File: src/rtl/alu_pkg.sv
// Shared definitions for the ALU subtract path: FSM states, nibble size
// and an elaboration-time width check.
package alu_pkg;

  typedef enum logic [1:0] {
    IDLE = 2'd0,
    RUN  = 2'd1,
    DONE = 2'd2
  } state_t;

  localparam int NIBBLE = 4;

  // Operand width must split into whole nibbles and hold at least two.
  function automatic bit width_ok(input int w);
    return ((w % NIBBLE) == 0) && (w >= 8);
  endfunction

endpackage

File: src/rtl/sub_nibble.sv
// 4-bit combinational subtractor slice: d = a - b - bi, with the borrow out
// of bit 3 and the borrow into bit 3 (the latter feeds overflow detection).
module sub_nibble (
  input  logic [3:0] a,
  input  logic [3:0] b,
  input  logic       bi,
  output logic [3:0] d,
  output logic       bo,
  output logic       b3
);

  logic [4:0] w_full;
  logic [3:0] w_low;

  // Full nibble difference; the extra MSB is the borrow out.
  always_comb begin
    w_full = {1'b0, a} - {1'b0, b} - {4'b0, bi};
    w_low  = {1'b0, a[2:0]} - {1'b0, b[2:0]} - {3'b0, bi};
    d      = w_full[3:0];
    bo     = w_full[4];
    b3     = w_low[3];
  end

endmodule

File: src/rtl/alu_sub_seq.sv
// Sequential WIDTH-bit subtractor: one nibble per cycle, LSB first, borrow
// carried in a register between cycles, valid/ready on both sides.
module alu_sub_seq
  import alu_pkg::*;
#(
  parameter int WIDTH = 16
) (
  input  logic             clk,
  input  logic             rst_n,
  input  logic             in_valid,
  output logic             in_ready,
  input  logic [WIDTH-1:0] a,
  input  logic [WIDTH-1:0] b,
  input  logic             bin,
  output logic             out_valid,
  input  logic             out_ready,
  output logic [WIDTH-1:0] diff,
  output logic             bout,
  output logic             ovf,
  output logic             zero
);

  localparam int N  = WIDTH / NIBBLE;
  localparam int KW = (N > 1) ? $clog2(N) : 1;

  generate
    if (!width_ok(WIDTH)) begin : g_width_err
      $error("alu_sub_seq: WIDTH must be a multiple of 4 and at least 8");
    end
  endgenerate

  state_t           r_state;
  logic [KW-1:0]    r_k;
  logic [WIDTH-1:0] r_a;
  logic [WIDTH-1:0] r_b;
  logic             r_borrow;
  logic [WIDTH-1:0] r_diff;
  logic             r_bout;
  logic             r_ovf;
  logic             r_zero;
  logic             r_in_ready;
  logic             r_out_valid;

  logic [3:0]       w_a_nib;
  logic [3:0]       w_b_nib;
  logic [3:0]       w_d;
  logic             w_bo;
  logic             w_b3;
  logic             w_last;
  logic [WIDTH-1:0] w_diff_next;

  // Steer nibble k of the latched operands into the single slice and
  // splice its result into a copy of the partial difference.
  always_comb begin
    w_a_nib     = r_a[r_k*NIBBLE +: NIBBLE];
    w_b_nib     = r_b[r_k*NIBBLE +: NIBBLE];
    w_last      = (r_k == KW'(N - 1));
    w_diff_next = r_diff;
    w_diff_next[r_k*NIBBLE +: NIBBLE] = w_d;
  end

  sub_nibble u_sub_nibble (
    .a  (w_a_nib),
    .b  (w_b_nib),
    .bi (r_borrow),
    .d  (w_d),
    .bo (w_bo),
    .b3 (w_b3)
  );

  // Control FSM with registered handshake and result outputs.
  always_ff @(posedge clk or negedge rst_n) begin
    if (!rst_n) begin
      r_state     <= IDLE;
      r_k         <= '0;
      r_a         <= '0;
      r_b         <= '0;
      r_borrow    <= 1'b0;
      r_diff      <= '0;
      r_bout      <= 1'b0;
      r_ovf       <= 1'b0;
      r_zero      <= 1'b0;
      r_in_ready  <= 1'b1;
      r_out_valid <= 1'b0;
    end else begin
      case (r_state)
        IDLE: begin
          // in_ready is high throughout IDLE, so in_valid alone accepts.
          if (in_valid) begin
            r_a        <= a;
            r_b        <= b;
            r_borrow   <= bin;
            r_k        <= '0;
            r_in_ready <= 1'b0;
            r_state    <= RUN;
          end
        end
        RUN: begin
          r_diff   <= w_diff_next;
          r_borrow <= w_bo;
          r_k      <= r_k + KW'(1);
          if (w_last) begin
            // Overflow: borrow into the sign bit differs from borrow out.
            r_bout      <= w_bo;
            r_ovf       <= w_b3 ^ w_bo;
            r_zero      <= (w_diff_next == '0);
            r_out_valid <= 1'b1;
            r_state     <= DONE;
          end
        end
        DONE: begin
          if (out_ready) begin
            r_out_valid <= 1'b0;
            r_in_ready  <= 1'b1;
            r_state     <= IDLE;
          end
        end
        default: begin
          r_state     <= IDLE;
          r_in_ready  <= 1'b1;
          r_out_valid <= 1'b0;
        end
      endcase
    end
  end

  assign in_ready  = r_in_ready;
  assign out_valid = r_out_valid;
  assign diff      = r_diff;
  assign bout      = r_bout;
  assign ovf       = r_ovf;
  assign zero      = r_zero;

endmodule
File: config.mk
export PLATFORM = sky130hd
export DESIGN_NAME = alu_sub_seq
export DESIGN_NICKNAME = d
export VERILOG_FILES = /design/src/rtl/alu_pkg.sv /design/src/rtl/sub_nibble.sv /design/src/rtl/alu_sub_seq.sv
export SDC_FILE = /design/constraint.sdc
export NUM_CORES = 1
export LEC_CHECK = 0
export ABC_AREA = 0
export BUFFER_PORTS_ARGS = -buffer_cell sky130_fd_sc_hd__buf_2
export CAP_MARGIN = 5
export CORE_UTILIZATION = 58
export DETAILED_ROUTE_END_ITERATION = 10
export PLACE_DENSITY = 0.82
export SLEW_MARGIN = 20
export SYNTH_ARGS = -nofsm -noshare
export SYNTH_HDL_FRONTEND = slang
export SYNTH_SLANG_ARGS = --single-unit
File: constraint.sdc
create_clock -name clk -period 8.2 [get_ports clk]
set_input_delay 1.23 -clock clk [delete_from_list [all_inputs] [get_ports clk]]
set_output_delay 1.23 -clock clk [all_outputs]
set_load 0.05 [all_outputs]
==> impl_summary.txt <==
----------------------------------------------------
[Drt]
  Number of DRC markers in iteration 0 ... 216
  Count of vias placed by the detailed router ... 1895
  DR pass1 iterations ... 9
  Post-Route WL ... about 5600 um
  Via-to-Cell Ratio ... between 5 and 6
  Wirelength per Cell ... 17.5 um
  Detailed-route DRC error count ... 2
  Detail Route Antenna Nets ... 0

[Worst setup path]
  Required arrival time at the worst endpoint ... roughly 8.5 ns
  Arrival time of data at the critical path endpoint ... between 3 and 4 ns
  Crit Path Max Fanout ... 16
  FF-to-FF path depth ... 8
  Critical Path Start Type ... register
  Critical setup path kind ... register to register
  Worst Setup End Kind ... register

[STA]
  Max-slew headroom ... 0.291
  Final Max Slew Viols ... 0
  Final critical delay including setup and external delays ... around 3.4 ns
  Final Cycle Share ... 0.418
  Max Fclk ... a little under 0.3 GHz
  Fin Setup TNS ... 0 ns
  Finish-stage setup viols ... 0
  Worst-margin pin slew ... 1.05 ns
  Number of hold violations in the final report ... 0
  Worst clock skew ... slightly above 0.006 ns
  Unrepaired setup endpoints after global routing ... false

[Floorplan]
  Area of the die ... about 5000 um2
  IO Pins ... between 50 and 60
  Vert. Die Dim ... ~70 um
  Width of the chip ... 70.8 um
  CORE AREA ... about 4400 um2
  Starting density of the core ... 0.617
  Number of rows created at floorplan ... 24

[Finish]
  Combined flip-flop and latch cell area ... roughly 1500 um2
  Number of standard cells in the layout, taps in and fillers out ... between 300 and 400
  Fraction of final layout cells with drive strength greater than 1 ... 0.446
  Number of inserted diodes ... 0
  Fraction of the core area covered by cells at the end of the flow ... 0.751
  Final-stage net count ... ~310
  Area taken by multi-input logic gates ... roughly 1200 um2
  Synth-to-Final Area Change ... 21.6%
  Filler Cells Inserted ... between 200 and 300

[CTS]
  Register clock-pin slew on the reported worst setup and hold paths ... ~0.070 ns
  Clock tree from TritonCTS ... yes
  Buffers inserted by post-CTS timing repair ... 0
  Resize count post-CTS ... 0
  H-tree lvl count ... 3
  Maximum root-to-sink buffer count ... 2
  Clock tree root driver cell ... clkbuf_8
  Clock net sink count ... 58
  Total of hold buffers inserted after clock tree synthesis ... 0
  Cts bufs inserted ... 9
  Clock insertion delay at the later pin of the skew report ... approximately 0.35 ns

[Logic synthesis]
  Cell with the most instances after synthesis ... dfrtp_1
  Synthesis Warnings ... 0
  Share of synthesized area occupied by flip-flops and latches ... 0.529
  Flop and latch count out of synthesis ... just under 60
  Synth Instances ... 202
  Most used standard cells in the synthesized netlist ... 57 x dfrtp_1, 32 x mux2_2, 13 x nand2_1
  Main area contributors after synthesis ... dfrtp_1 52%, mux2_2 13%, mux4_2 6.6%
  Share of synthesized flip-flops with an asynchronous set or reset ... 1.00
  Most used flip-flop cell after synthesis ... dfrtp_1
  Share of the synthesized area in the top cell type ... 0.520
  Number of flops mapped to enable cells by yosys ... 0
  Area of the mapped netlist ... 2740 um2
  Post-synthesis net count ... around 250
  Unique cell type count in the Yosys netlist ... 37
  Average size of a mapped cell ... between 10 and 15 um2
  Area leader, netlist ... dfrtp_1

[Global routing]
  Pin count of the biggest net entering global routing ... 59
  First-pass GRT wire length ... between 9000 and 10000 um
  Number of global-route vias before repair ... between 1500 and 2000
  Initial antenna violation count ... 0
  Global routing usage summed across all routing layers ... 0.256
  Gr ovfl total ... 0

[Worst hold path]
  Worst hold stages ... 2
  Worst min-delay path category ... register to register

[Placed design]
  Half-perimeter wire length of the detailed placement result ... approximately 3800 um
  Gp weighted congestion ... between 0.8 and 0.9
  Post-placement cell count ... 305
  Number of buffers added on ports ... 57

[Status]
  Violated checks ... design-rule violations
  Run status ... complete, but fails checks

[Run]
  Max-cap violation count ... 0

----------------------------------------------------
==> cell usage in the layout, fill, tap and decap left out, types with 2 or more instances in the layout <==
cell and instances:
ha_1 10, clkbuf_8 11, nor4_1 3, nor3_1 2, nor2_1 4, nor4bb_1 2
fa_1 2, a21oi_1 4, buf_4 2, mux2_2 32, a22o_1 8, xnor2_1 2
buf_2 57, a32o_1 8, o22ai_1 2, o31ai_1 2, o21ai_0 5, nand2b_1 2
dfrtp_1 57, bufinv_16 3, nand2_1 13, mux4_2 8, o22a_1 2, and2_1 2
inv_1 11, clkinv_2 2
==> final cells by class <==
class	instances	share of cell area
clock inverters	5	0.0300
flip-flops and latches	58	0.435
well taps	52	0.0195
inverters	11	0.0124
clock buffers	11	0.0454
repair buffers	59	0.0900
multi-input cells	125	0.367
==> layer usage <==
layer | GRT usage | vias up | routed length [um]
li1 | - | 876 | -
met1 | 0.345 | 928 | 2410
met4 | 0.136 | 0 | 157
met5 | 0 | - | 0
met3 | 0.0513 | 19 | 283
met2 | 0.399 | 72 | 2770
==> metrics by stage <==
step | instance area, um2 | hold slack (ns) | worst slack [ns]
6_report | 3340 | 0.503 | 4.77
5_1_grt | 3340 | 0.520 | 4.50
4_1_cts | 3330 | 0.504 | 4.76
3_5_place_dp | 3080 | 0.485 | 4.75
3_3_place_gp | 3080 | 0.468 | 4.84
2_1_floorplan | 2740 | 0.473 | 5.08
==> worst max-delay path, stage by stage (launching register included) <==
cell and delay (ns):
dfrtp_1 0.83, mux4_2 0.60, fa_1 0.43, fa_1 0.44
nand2b_1 0.16, a21oi_1 0.17, xnor2_1 0.21, xnor3_1 0.37
o21ai_0 0.14
==> cells by family (layout without fill, tap and decap cells) <==
logic type / count (synthesis) / count (layout) / share of synthesized area
AO/OA/AOI/OAI: 37 / 37 / 0.108
XOR/XNOR: 4 / 4 / 0.0178
flip-flops: 58 / 58 / 0.529
buffers and inverters: 19 / 86 / 0.0264
multiplexers: 40 / 40 / 0.197
adder cells (fa/ha/maj): 12 / 12 / 0.0602
AND/OR/NAND/NOR: 32 / 32 / 0.0611
==> worst paths after layout <==
kind	start	slack [ns]	end
hold / removal	out_valid	0.50	out_valid
setup / recovery	r_k[0]	4.77	ovf
setup reg to reg	r_k[0]	4.77	ovf
hold reg to reg	out_valid	0.50	out_valid
min in group asynchronous	rst_n	1.04	r_k[0]
max in group asynchronous	rst_n	6.69	diff[9]
==> flip-flops by register name, summed over array words and instances (netlist names) <==
signal	cells
r_borrow	1
bout	1
out_valid	1
r_b	16
r_a	16
in_ready	1
diff	16
r_state	2
zero	1
ovf	1
r_k	2
Power is left out: the tool's default activity adds up to more than one toggle a clock period on the data nets, which glitch-free logic cannot reach.
